--- src/rtl/mem_port_initiator.sv ---
// Load/store initiator for a memory_port responder: one request at a time, load-data extension,
// and optional splitting of misaligned HALF/WORD accesses into little-endian BYTE beats.
module mem_port_initiator #(
    parameter int unsigned SPLIT_MISALIGNED = 1
) (
    input  logic        clk,
    input  logic        rst,
    // core request side
    input  logic        req_valid,
    output logic        req_ready,
    input  logic        req_we,
    input  logic [31:0] req_addr,
    input  logic [1:0]  req_width,
    input  logic        req_unsigned,
    input  logic [31:0] req_wdata,
    // core response side
    output logic        rsp_valid,
    output logic [31:0] rsp_rdata,
    output logic        rsp_error,
    // memory_port initiator side
    output logic        mem_valid,
    output logic        mem_we,
    output logic [31:0] mem_addr,
    output logic [1:0]  mem_width,
    output logic [31:0] mem_data_wr,
    input  logic [31:0] mem_data_rd
);

    // memory_access_width_t encoding
    localparam logic [1:0] WidthByte = 2'd0;
    localparam logic [1:0] WidthHalf = 2'd1;
    localparam logic [1:0] WidthWord = 2'd2;

    typedef enum logic [1:0] {StIdle, StAccess, StSplit, StResp} state_e;

    state_e      state_q, state_d;
    logic        we_q, we_d;
    logic [31:0] addr_q, addr_d;
    logic [1:0]  width_q, width_d;
    logic        uns_q, uns_d;
    logic [31:0] wdata_q, wdata_d;
    logic [1:0]  beat_q, beat_d;
    logic [31:0] result_q, result_d;
    logic        err_q, err_d;

    logic [31:0] lane;
    logic        last_beat;
    logic        misaligned;

    function automatic logic [31:0] extend(input logic [31:0] d, input logic [1:0] w,
                                           input logic uns);
        logic [31:0] r;
        if (w == WidthByte) begin
            r = {{24{d[7] & ~uns}}, d[7:0]};
        end else if (w == WidthHalf) begin
            r = {{16{d[15] & ~uns}}, d[15:0]};
        end else begin
            r = d;
        end
        return r;
    endfunction

    // Any width other than BYTE/HALF is handled as WORD.
    always_comb begin
        misaligned = 1'b0;
        if (req_width == WidthHalf) begin
            misaligned = req_addr[0];
        end else if (req_width != WidthByte) begin
            misaligned = (req_addr[1:0] != 2'b00);
        end
    end

    always_comb begin
        state_d   = state_q;
        we_d      = we_q;
        addr_d    = addr_q;
        width_d   = width_q;
        uns_d     = uns_q;
        wdata_d   = wdata_q;
        beat_d    = beat_q;
        result_d  = result_q;
        err_d     = err_q;
        lane      = result_q;
        last_beat = 1'b0;

        req_ready   = 1'b0;
        rsp_valid   = 1'b0;
        rsp_rdata   = 32'd0;
        rsp_error   = 1'b0;
        mem_valid   = 1'b0;
        mem_we      = 1'b0;
        mem_addr    = addr_q;
        mem_width   = width_q;
        mem_data_wr = wdata_q;

        unique case (state_q)
            StIdle: begin
                req_ready = ~rst;
                if (req_valid) begin
                    we_d     = req_we;
                    addr_d   = req_addr;
                    width_d  = req_width;
                    uns_d    = req_unsigned;
                    wdata_d  = req_wdata;
                    beat_d   = 2'd0;
                    result_d = 32'd0;
                    err_d    = 1'b0;
                    if (!misaligned) begin
                        state_d = StAccess;
                    end else if (SPLIT_MISALIGNED != 0) begin
                        state_d = StSplit;
                    end else begin
                        err_d   = 1'b1;
                        state_d = StResp;
                    end
                end
            end
            StAccess: begin
                mem_valid = 1'b1;
                mem_we    = we_q;
                if (!we_q) begin
                    result_d = extend(mem_data_rd, width_q, uns_q);
                end
                state_d = StResp;
            end
            StSplit: begin
                mem_valid   = 1'b1;
                mem_we      = we_q;
                mem_addr    = addr_q + {30'd0, beat_q};
                mem_width   = WidthByte;
                mem_data_wr = {24'd0, wdata_q[{beat_q, 3'b000} +: 8]};
                // Raw bytes accumulate in result_q; extension happens on the last beat.
                lane[{beat_q, 3'b000} +: 8] = mem_data_rd[7:0];
                last_beat = (width_q == WidthHalf) ? (beat_q == 2'd1) : (beat_q == 2'd3);
                if (last_beat) begin
                    result_d = we_q ? 32'd0 : extend(lane, width_q, uns_q);
                    state_d  = StResp;
                end else begin
                    result_d = we_q ? result_q : lane;
                    beat_d   = beat_q + 2'd1;
                end
            end
            StResp: begin
                rsp_valid = 1'b1;
                rsp_rdata = result_q;
                rsp_error = err_q;
                state_d   = StIdle;
            end
            default: state_d = StIdle;
        endcase
    end

    always_ff @(posedge clk) begin
        if (rst) begin
            state_q  <= StIdle;
            we_q     <= 1'b0;
            addr_q   <= 32'd0;
            width_q  <= WidthByte;
            uns_q    <= 1'b0;
            wdata_q  <= 32'd0;
            beat_q   <= 2'd0;
            result_q <= 32'd0;
            err_q    <= 1'b0;
        end else begin
            state_q  <= state_d;
            we_q     <= we_d;
            addr_q   <= addr_d;
            width_q  <= width_d;
            uns_q    <= uns_d;
            wdata_q  <= wdata_d;
            beat_q   <= beat_d;
            result_q <= result_d;
            err_q    <= err_d;
        end
    end

endmodule

--- config.mk ---
export PLATFORM = sky130hd
export DESIGN_NAME = mem_port_initiator
export DESIGN_NICKNAME = d
export VERILOG_FILES = /design/src/rtl/mem_port_initiator.sv
export SDC_FILE = /design/constraint.sdc
export NUM_CORES = 1
export LEC_CHECK = 0
export ABC_AREA = 0
export CORE_ASPECT_RATIO = 0.8
export CORE_MARGIN = 2
export CORE_UTILIZATION = 41
export CTS_CLUSTER_DIAMETER = 100
export CTS_CLUSTER_SIZE = 24
export DETAILED_ROUTE_END_ITERATION = 8
export PLACE_DENSITY_LB_ADDON = 0.2
export SYNTH_ARGS = -nofsm -noshare
export SYNTH_HDL_FRONTEND = slang
export SYNTH_SLANG_ARGS = --single-unit
--- constraint.sdc ---
create_clock -name clk -period 3.8 [get_ports clk]
set_input_delay 0.57 -clock clk [delete_from_list [all_inputs] [get_ports clk]]
set_output_delay 0.57 -clock clk [all_outputs]
set_load 0.05 [all_outputs]
==> results of run 1 <==
state kept, by name (all words and copies together), names as in the netlist:
signal and cells:
addr_q 32, beat_q 2, result_q 32, state_q 2, uns_q 1, wdata_q 32, we_q 1, width_q 2
worst reg2reg max path: cells and delay by family (launching register included):
| family | cells | cell delay, ns |
|---|---|---|
| and+or+nand+nor | 2 | 1.23 |
| AOI/OAI and AO/OA | 2 | 0.72 |
| adders and majority gates | 1 | 0.19 |
| DFF | 1 | 0.34 |
| buffers and inverters | 2 | 0.59 |
report_power, final:
| part | switching, mW | internal (mW) | leakage (nW) | total [mW] |
|---|---|---|---|---|
| logic | 1.56 | 0.860 | 2.16 | 2.42 |
| clock network | 0.429 | 0.469 | 0.137 | 0.898 |
| registers | 0.160 | 1.26 | 0.849 | 1.42 |
| total | 2.15 | 2.59 | 3.14 | 4.74 |
area by class of cell:
cell class / instances / area [µm²]
fill: 1349 / 5742
multi-input combinational: 620 / 3630
timing repair buffer: 216 / 2265
sequential: 104 / 2082
clock buffer: 11 / 242.7
tap: 184 / 230.2
inverter: 31 / 116.4
clock inverter: 5 / 38.79
logic make-up after synthesis:
logic type	after synthesis	synth area share, %
DFF	104	34.33
AOI/OAI and AO/OA	226	23.54
and+or+nand+nor	332	25.73
muxes	18	3.177
buffers and inverters	92	5.962
other	1	0.06183
xor gates and xnor gates	31	4.601
adders and majority gates	12	2.600
cell usage in the layout, fill, tap and decap left out, drive strengths merged, types with 22 or more instances in the layout:
cell	instances
nand2	181
clkdlybuf4s50	178
dfxtp	104
a21oi	96
and2	38
buf	38
inv	33
o21ai	32
nor2b	26
nor2	25
xnor2	22
final timing paths:
path,endpoint,slack (ns),depth (start not counted)
setup / recovery,mem_addr[26],0.27,10
hold / removal,addr_q[30],0.46,2
setup reg to reg,result_q[14],0.64,7
hold reg to reg,addr_q[30],0.46,2
through the flow:
step / setup slack, ns / util (%) / std cells / area, µm² / hold WS, ns
2_1_floorplan: 0.3722 / - / 816 / 6065 / 0.4342
3_3_place_gp: 0.5301 / 58.00 / 1155 / 8320 / 0.4432
3_5_place_dp: 0.5030 / 58.00 / 1155 / 8320 / 0.4495
4_1_cts: 0.08084 / 59.96 / 1171 / 8602 / 0.4614
5_1_grt: 0.06287 / 59.98 / 1171 / 8605 / 0.4791
6_report: 0.2712 / 59.98 / 1171 / 8605 / 0.4575
layer usage:
layer / GRT usage (%) / share of wire [%] / vias to the layer above
met5: 0 / 0 / -
met4: 6.400 / 1.3 / 0
met3: 7.871 / 9.5 / 21
met2: 35.48 / 43 / 259
met1: 32.21 / 46 / 2915
li1: - / - / 3145
==> reports/metrics.csv, run 1 <==
metric,value,unit
final setup TNS,0,ns
Max stage delay on crit path,0.38,ns
CTS resizes,0,
DRC viols,0,
Synth top area share,34.33,%
H-Tree Level Count,3,
RePlAce Congestion,0.9138,
"Seq/Total Area, Yosys",34.33,%
Synth Warn #,0,
Max IR drop VDD,0.2858,mV
share of post-route cells with drive strength above 1,7.801,%
CP cell instances,ha_1 -> inv_1 -> fa_1 -> and3b_1 -> and3_1 -> nor2b_2 -> nand3b_1 -> nor2_1 -> xor2_1 -> buf_12,
Post-DP HPWL,13630,µm
Tot Pwr,4.740,mW
maxcap violations,0,
Iteration-0 DRC Markers,404,
CTS sink cnt,104,
leading area contributor after synthesis,dfxtp_1,
worst hold path startpoint,addr_q[30],
Syn Nets,931,
Cell Pwr Density,550.9,nW/µm²
mapped cell area,6065,µm²
first-pass GRT wire length,30210,µm
Synth cell types,59,
crit path time final,3.529,ns
Final period util,92.86,%
die area,15790,µm²
n_diodes,0,
average wire per standard cell,16.19,µm
status,completed,
row cnt,39,
GRT overflow,0,
Crit-path slowest cell,fa_1,
DRT Pass-1 Iters,5,
crit path kind,register to primary output,
clock tree buffer depth,2,
"FFs w/ async S/R, synth",0,%
Die W,140.0,µm
CTS Buf Count,9,
CP Launch Point,addr_q[0],
vias in the first global route,5993,
vias,6340,
Starting Density,42.27,%
setup violators final,0,
IO buf count,204,
via/cell ratio,5.414,
number of nets with antenna violations after routing,0,
# hold bufs at CTS,0,
die height,112.8,µm
initial antenna violation count,0,
largest net degree at the start of global routing,80,
largest fanout on the critical path,7,
synthesized instance count,816,
fin nets,1097,
HP Class,register to register,
post-CTS setup buffer count,0,
Fin Clk Skew,0.009454,ns
CP top delay family,simple AND/OR/NAND/NOR gates,
fin. max-slew vios,0,
endpoints failing hold,0,
total track usage,23.49,%
CP bufs+invs,2,
Worst-Margin Slew,1.007,ns
worst path arrival time,2.96,ns
CP endpoint kind,primary output,
RSZ-0062 raised after global routing,false,
clock latency on the worst-skew pair,0.36,ns
Area growth syn-to-layout,41.88,%
CTS root buf,clkbuf_16,
DRT Wirelength,18960,µm
Most used DFF post-synth,dfxtp_1,
Leak,3.143,nW
synth top area cells,"dfxtp_1 (34%), nand2_1 (11%), a21oi_1 (7.9%)",
cell with the most instances after synthesis,nand2_1,
CP required,3.23,ns
type of origin of the critical path,register,
clock-pin slew on the worst setup and hold paths,0.08,ns
worst r2r src,state_q[0],
Slew HR,32.63,%
Synth top cells by count,"nand2_1 (181), dfxtp_1 (104), a21oi_1 (96), clkbuf_1 (43), and2_1 (37)",
CTS tree,done,
Boundary Pins,206,
Post-synth EDFFs,0,
core region area,14350,µm²
fmax,283.4,MHz
post-synthesis register bit count,104,
Syn Area/Cell,7.432,µm²
(Power assumes the default switching activity.)
==> run 2, diff against run 1 <==
--- a/config.mk
+++ b/config.mk
@@ -6,6 +6,7 @@
 export NUM_CORES = 1
 export LEC_CHECK = 0
 export ABC_AREA = 0
+export CAP_MARGIN = 20
 export CORE_ASPECT_RATIO = 0.8
 export CORE_MARGIN = 2
 export CORE_UTILIZATION = 41
@@ -13,6 +14,7 @@
 export CTS_CLUSTER_SIZE = 24
 export DETAILED_ROUTE_END_ITERATION = 8
 export PLACE_DENSITY_LB_ADDON = 0.2
+export SETUP_SLACK_MARGIN = 0.02
 export SYNTH_ARGS = -nofsm -noshare
 export SYNTH_HDL_FRONTEND = slang
 export SYNTH_SLANG_ARGS = --single-unit
==> results of run 2 <==
Final layout, timing and power as in run 1 (identical DEF).
